## src/rtl/uart_tx.sv

```systemverilog
// uart_tx: 8N1 serial transmitter with a small write FIFO.
// Bytes queued with a one-cycle strobe are sent LSB first. The next frame's
// start bit follows the previous stop bit with no idle gap.
`timescale 1ns/1ps

module uart_tx #(
  parameter int CLK_FREQ   = 50_000_000,
  parameter int BAUD       = 115200,
  parameter int FIFO_DEPTH = 8
) (
  input  logic       clk_50mhz,
  input  logic       reset,
  input  logic [7:0] tx_data,
  input  logic       tx_wr,
  output logic       tx_full,
  output logic       tx_busy,
  output logic       tx_ovf,
  output logic       txd
);

  // Bit period in clock cycles, rounded to the nearest integer.
  localparam int DIV = (CLK_FREQ + BAUD / 2) / BAUD;
  localparam int CW  = (DIV > 1) ? $clog2(DIV) : 1;
  localparam int PW  = (FIFO_DEPTH > 1) ? $clog2(FIFO_DEPTH) : 1;
  localparam int NW  = PW + 1;

  localparam logic [CW-1:0] DIV_LAST = CW'(DIV - 1);
  localparam logic [NW-1:0] DEPTH_C  = NW'(FIFO_DEPTH);

  typedef enum logic [1:0] {
    ST_IDLE  = 2'd0,
    ST_START = 2'd1,
    ST_DATA  = 2'd2,
    ST_STOP  = 2'd3
  } state_t;

  // Pointer advance; the pointer width matches the power-of-two depth,
  // so the addition wraps naturally.
  function automatic logic [PW-1:0] ptr_inc(input logic [PW-1:0] ptr);
    ptr_inc = ptr + {{(PW-1){1'b0}}, 1'b1};
  endfunction

  // FIFO storage and bookkeeping
  logic [7:0]    mem_r [FIFO_DEPTH];
  logic [PW-1:0] wr_ptr_r;
  logic [PW-1:0] rd_ptr_r;
  logic [NW-1:0] count_r;
  logic [NW-1:0] count_s;
  logic          push_s;
  logic          pop_s;
  logic          full_s;
  logic          empty_s;
  logic [7:0]    head_s;

  // Transmit engine
  state_t        state_r;
  state_t        state_s;
  logic [CW-1:0] baud_r;
  logic [CW-1:0] baud_s;
  logic [2:0]    bit_r;
  logic [2:0]    bit_s;
  logic [7:0]    shift_r;
  logic [7:0]    shift_s;
  logic          txd_r;
  logic          txd_s;
  logic          expire_s;

  // Registered status outputs
  logic          tx_full_r;
  logic          tx_busy_r;
  logic          tx_ovf_r;

  assign full_s   = (count_r == DEPTH_C);
  assign empty_s  = (count_r == {NW{1'b0}});
  assign push_s   = tx_wr & ~full_s;
  assign head_s   = mem_r[rd_ptr_r];
  assign expire_s = (baud_r == DIV_LAST);

  // Occupancy after this edge; a simultaneous push and pop cancel out.
  always_comb begin
    count_s = count_r;
    case ({push_s, pop_s})
      2'b10:   count_s = count_r + {{(NW-1){1'b0}}, 1'b1};
      2'b01:   count_s = count_r - {{(NW-1){1'b0}}, 1'b1};
      default: count_s = count_r;
    endcase
  end

  // Byte storage; contents need no reset because the pointers define validity.
  always_ff @(posedge clk_50mhz) begin
    if (push_s) begin
      mem_r[wr_ptr_r] <= tx_data;
    end
  end

  // FIFO pointers and occupancy count.
  always_ff @(posedge clk_50mhz or negedge reset) begin
    if (!reset) begin
      wr_ptr_r <= {PW{1'b0}};
      rd_ptr_r <= {PW{1'b0}};
      count_r  <= {NW{1'b0}};
    end else begin
      if (push_s) begin
        wr_ptr_r <= ptr_inc(wr_ptr_r);
      end
      if (pop_s) begin
        rd_ptr_r <= ptr_inc(rd_ptr_r);
      end
      count_r <= count_s;
    end
  end

  // Frame sequencer: next state, baud timing, shift register and line level.
  always_comb begin
    state_s = state_r;
    baud_s  = baud_r;
    bit_s   = bit_r;
    shift_s = shift_r;
    txd_s   = txd_r;
    pop_s   = 1'b0;
    case (state_r)
      ST_IDLE: begin
        baud_s = {CW{1'b0}};
        bit_s  = 3'd0;
        if (!empty_s) begin
          pop_s   = 1'b1;
          shift_s = head_s;
          txd_s   = 1'b0;
          state_s = ST_START;
        end else begin
          txd_s   = 1'b1;
          state_s = ST_IDLE;
        end
      end
      ST_START: begin
        if (expire_s) begin
          baud_s  = {CW{1'b0}};
          bit_s   = 3'd0;
          txd_s   = shift_r[0];
          state_s = ST_DATA;
        end else begin
          baud_s  = baud_r + {{(CW-1){1'b0}}, 1'b1};
        end
      end
      ST_DATA: begin
        if (expire_s) begin
          baud_s = {CW{1'b0}};
          if (bit_r == 3'd7) begin
            txd_s   = 1'b1;
            state_s = ST_STOP;
          end else begin
            bit_s   = bit_r + 3'd1;
            shift_s = {1'b0, shift_r[7:1]};
            txd_s   = shift_r[1];
          end
        end else begin
          baud_s = baud_r + {{(CW-1){1'b0}}, 1'b1};
        end
      end
      ST_STOP: begin
        if (expire_s) begin
          baud_s = {CW{1'b0}};
          if (!empty_s) begin
            // Chain straight into the next start bit.
            pop_s   = 1'b1;
            shift_s = head_s;
            txd_s   = 1'b0;
            state_s = ST_START;
          end else begin
            txd_s   = 1'b1;
            state_s = ST_IDLE;
          end
        end else begin
          baud_s = baud_r + {{(CW-1){1'b0}}, 1'b1};
        end
      end
      default: begin
        baud_s  = {CW{1'b0}};
        bit_s   = 3'd0;
        txd_s   = 1'b1;
        state_s = ST_IDLE;
      end
    endcase
  end

  // Sequencer registers; reset forces the line idle high immediately.
  always_ff @(posedge clk_50mhz or negedge reset) begin
    if (!reset) begin
      state_r <= ST_IDLE;
      baud_r  <= {CW{1'b0}};
      bit_r   <= 3'd0;
      shift_r <= 8'h00;
      txd_r   <= 1'b1;
    end else begin
      state_r <= state_s;
      baud_r  <= baud_s;
      bit_r   <= bit_s;
      shift_r <= shift_s;
      txd_r   <= txd_s;
    end
  end

  // Status flags registered from the post-edge count and state.
  always_ff @(posedge clk_50mhz or negedge reset) begin
    if (!reset) begin
      tx_full_r <= 1'b0;
      tx_busy_r <= 1'b0;
      tx_ovf_r  <= 1'b0;
    end else begin
      tx_full_r <= (count_s == DEPTH_C);
      tx_busy_r <= (state_s != ST_IDLE) || (count_s != {NW{1'b0}});
      tx_ovf_r  <= tx_wr & full_s;
    end
  end

  assign tx_full = tx_full_r;
  assign tx_busy = tx_busy_r;
  assign tx_ovf  = tx_ovf_r;
  assign txd     = txd_r;

endmodule

```

## config.mk

```make
export PLATFORM = sky130hd
export DESIGN_NAME = uart_tx
export DESIGN_NICKNAME = d
export VERILOG_FILES = /design/src/rtl/uart_tx.sv
export SDC_FILE = /design/constraint.sdc
export NUM_CORES = 1
export LEC_CHECK = 0
export BUFFER_PORTS_ARGS = -buffer_cell sky130_fd_sc_hd__buf_4
export CAP_MARGIN = 10
export CORE_AREA = 2 2 110 112
export DETAILED_ROUTE_END_ITERATION = 10
export DIE_AREA = 0 0 112 114
export GPL_TIMING_DRIVEN = 0
export PLACE_DENSITY_LB_ADDON = 0.1
export SYNTH_ARGS = -nofsm -noshare
export SYNTH_HDL_FRONTEND = slang
export SYNTH_SLANG_ARGS = --single-unit
```

## constraint.sdc

```tcl
create_clock -name clk_50mhz -period 2.5 [get_ports clk_50mhz]
set_input_delay 0.125 -clock clk_50mhz [delete_from_list [all_inputs] [get_ports clk_50mhz]]
set_output_delay 0.125 -clock clk_50mhz [all_outputs]
set_load 0.01 [all_outputs]
```

==> results.yml <==
grt:
  grt_antenna_before_repair: 0
  grt_pass1_wl_mm: 14.1
  grt_start_max_net_pins: 37
  first_global_vias: 2614
  gr-total-overflow: 0
  groute.usage.overall: 0.147
worst_setup_path:
  endpoint: "tx_busy$_DFF_PN0_"
  timing.reg2reg.worst_path_depth: 11
  timing.critical_path.to_type: "register"
  cp-startpoint: "count_r[2]$_DFF_PN0_"
  worstPathArrival_ns: 2.90
  reg2reg_to: "tx_busy$_DFF_PN0_"
  setup_slack_of_the_worst_register_to_register_path_ns: -0.13
  worstSetupPathType: "reg -> reg"
  startpoint_type: "register"
  crit-reg2reg-launch: "count_r[2]$_DFF_PN0_"
  worst_ep_required_time_ns: 2.77
  crit_fanout: 9
run_status:
  run_status: "finished, violations left"
  violations_in_the_final_reports: "negative setup slack"
timing:
  setup_repair_after_global_routing_missed_its_margin: "true"
  finalHoldViolCount: 0
  layout_worst_path_cycle_share: 1.05
  tns_ns: -0.230
  timing.max_slew.rel_slack: 0.364
  fin_skew_ns: 0.00843
  holdWs_ns: 0.0251
  fmax_mhz: 380
  min_period_ns: 2.63
  count_of_pins_over_their_slew_limit: 0
  final-setup-viol-count: 3
  timing_worst_slew_pin_value_ns: 0.951
  timing.final.ws_setup_ns: -0.129
power:
  power.share.clock: 0.308
  power_frac_comb: 0.194
  switchingPower_mw: 1.17
  cellInternalPower_mw: 3.05
  max-vdd-ir-drop_uv: 605
  power_density_nw_per_um2: 780
  netSwitchingFraction: 0.278
  seq_power_share: 0.498
  p_leak_nw: 1.93
clock_network:
  clock_tree.buffer_depth: 2
  clock_latency_reported_for_the_late_side_of_the_worst_skew_pair_ns: 0.35
  clkTransAtPathRegs_ns: 0.07
  tritoncts.num_buffers: 9
  clock_tree.root_cell: "clkbuf_16"
  clock_sink_count: 100
  tritoncts: "built"
  max_h_tree_level: 3
route:
  1st_iter_drt_viols: 139
  detail_route.wirelength_mm: 8.63
  num_vias: 2619
  drt-vias-per-instance: 5.15
  detailedRoute.firstPassIterationCount: 4
  route.antenna.remaining_nets: 0
  route.detailed.wl_per_inst_um: 16.9
  drc_errors: 0
cells_and_area:
  diodes: 0
  synthToLayoutAreaGrowth_pct: 20.0
  fin_nets: 380
  drive_above_1_share: 0.298
  mostFrequentLayoutCell: "edfxtp_1"
  fill_cells: 1062
  final_cell_mix: "edfxtp_1 (64), dfrtp_1 (35), buf_4 (32), nand2_1 (20), nor2_1 (20)"
logic_synthesis:
  fraction_of_the_yosys_area_taken_by_sequential_cells: 0.626
  yosys_warnings: 0
  cell_count_after_synthesis: 310
  post_synth_instance_area_um2: 4510
  syn-mean-instance-area_um2: 14.5
  synth-main-ff-cell: "edfxtp_1"
  netlist.area_leader.share: 0.426
  ys_types: 56
  syn_nets: 333
  ys_async_sr_fraction: 0.360
  yosys_register_bits: 100
  synth_top_area_cell: "edfxtp_1"
  synth-edff-count: 64
  yosys-top-cells-area: "edfxtp_1 (43%), dfrtp_1 (19%), mux4_2 (8.0%), ha_1 (3.3%), mux2i_1 (2.0%)"
place:
  place_ws_ns: -0.373
  detailedPlacementHpwl_mm: 5.59
  place.port_buffers: 14
  gp_congestion: 0.750
hold_path:
  whs_path_depth: 1
  worst_hold_path_type: "in -> reg"
floorplan:
  start_util: 0.385
  placeableCoreArea_um2: 11700
  die_area_um2: 12800
  floorplan.die.height_um: 114
  num_io_pins: 15
  floorplan.die.width_um: 112
  placementRows: 40
run:
  drv.max_cap_violation_count: 0
-- worst min path at each step --
stage / start / to / slack [ns]
6_report: tx_data[0] / mem_r[5][0]$_DFFE_PP_ / 0.03
5_1_grt: tx_data[0] / mem_r[5][0]$_DFFE_PP_ / 0.01
2_1_floorplan: reset / baud_r[0]$_DFF_PN0_ / -0.17
3_5_place_dp: reset / tx_busy$_DFF_PN0_ / 0.12
3_3_place_gp: reset / tx_full$_DFF_PN0_ / 0.12
4_1_cts: tx_data[0] / mem_r[2][0]$_DFFE_PP_ / 0.007
-- worst max-delay path, stage by stage (launching register included) --
cell and delay (ns):
dfrtp_1 0.36, buf_4 0.17, o31a_1 0.26, or3_4 0.35, nor2_4 0.09, xor2_1 0.17
ha_2 0.22, a21oi_4 0.04, o31a_1 0.13, a211oi_4 0.30, mux2_4 0.34, o221ai_2 0.12
-- area by class of cell --
cell class	count	area, um^2	area share
multi-input combinational	185	1710	0.316
clock buffer	10	229	0.0423
buffer	11	60.1	0.0111
inverter	12	47.5	0.00879
timing repair buffer	38	305	0.0564
clock inverter	6	48.8	0.00902
tap	147	184	0.0340
sequential	100	2820	0.522
-- logic make-up after synthesis --
| family | share of synthesized area |
|---|---|
| XOR/XNOR | 0.0252 |
| multiplexers | 0.122 |
| adder cells (fa/ha/maj) | 0.0333 |
| AND/OR/NAND/NOR | 0.105 |
| flip-flops | 0.626 |
| buffers and inverters | 0.0250 |
| AO/OA/AOI/OAI | 0.0630 |
-- power groups by stage --
stage	logic (mW)	registers, mW	clock network [mW]
after global routing	0.898	2.13	1.41
after detailed placement	0.715	2.13	0
after CTS	0.817	2.10	1.36
final	0.818	2.10	1.30
after floorplan	0.507	2.10	0
after global placement	0.691	2.11	0
-- per-stage QoR --
stage,power (mW),utilization,instances,instance area [um^2]
detailed placement,2.84,0.416,472,4870
global placement,2.80,0.413,471,4840
floorplan,2.60,-,310,4550
finish,4.22,0.462,509,5410
CTS,4.27,0.456,503,5340
global route,4.43,0.462,509,5410
-- synth_stat cells (all sizes together) (4+ instances only) --
cell type	count
mux4	16
a21oi	7
inv	11
xnor2	7
a211oi	4
edfxtp	64
ha	12
nand2	20
clkbuf	6
dfrtp	35
buf	7
mux2i	9
xor2	6
mux2	9
nor2	22
nand3	5
o21ai	19
nor3	9
nand4	5
-- registers in the layout, indices dropped and copies added, names as in the netlist --
register,cells
bit_r,3
state_r,2
tx_busy,1
wr_ptr_r,3
txd,1
baud_r,9
shift_r,8
tx_ovf,1
mem_r,64
count_r,4
rd_ptr_r,3
tx_full,1
-- per-layer routing --
metal / track usage / share of wire
met5: 0 / 0
met4: 0.0463 / 0.011
met3: 0.0446 / 0.032
met2: 0.239 / 0.50
met1: 0.190 / 0.46
-- what timing repair did --
item | in CTS | in global routing
endpoints found under the setup margin | 9 | 4
pin swaps | 12 | 9
hold buffers | 8 | 0
endpoints found under the hold margin | 86 | 0
buffers inserted | 8 | 7
resized for setup | 14 | 8
(Power assumes the default switching activity.)
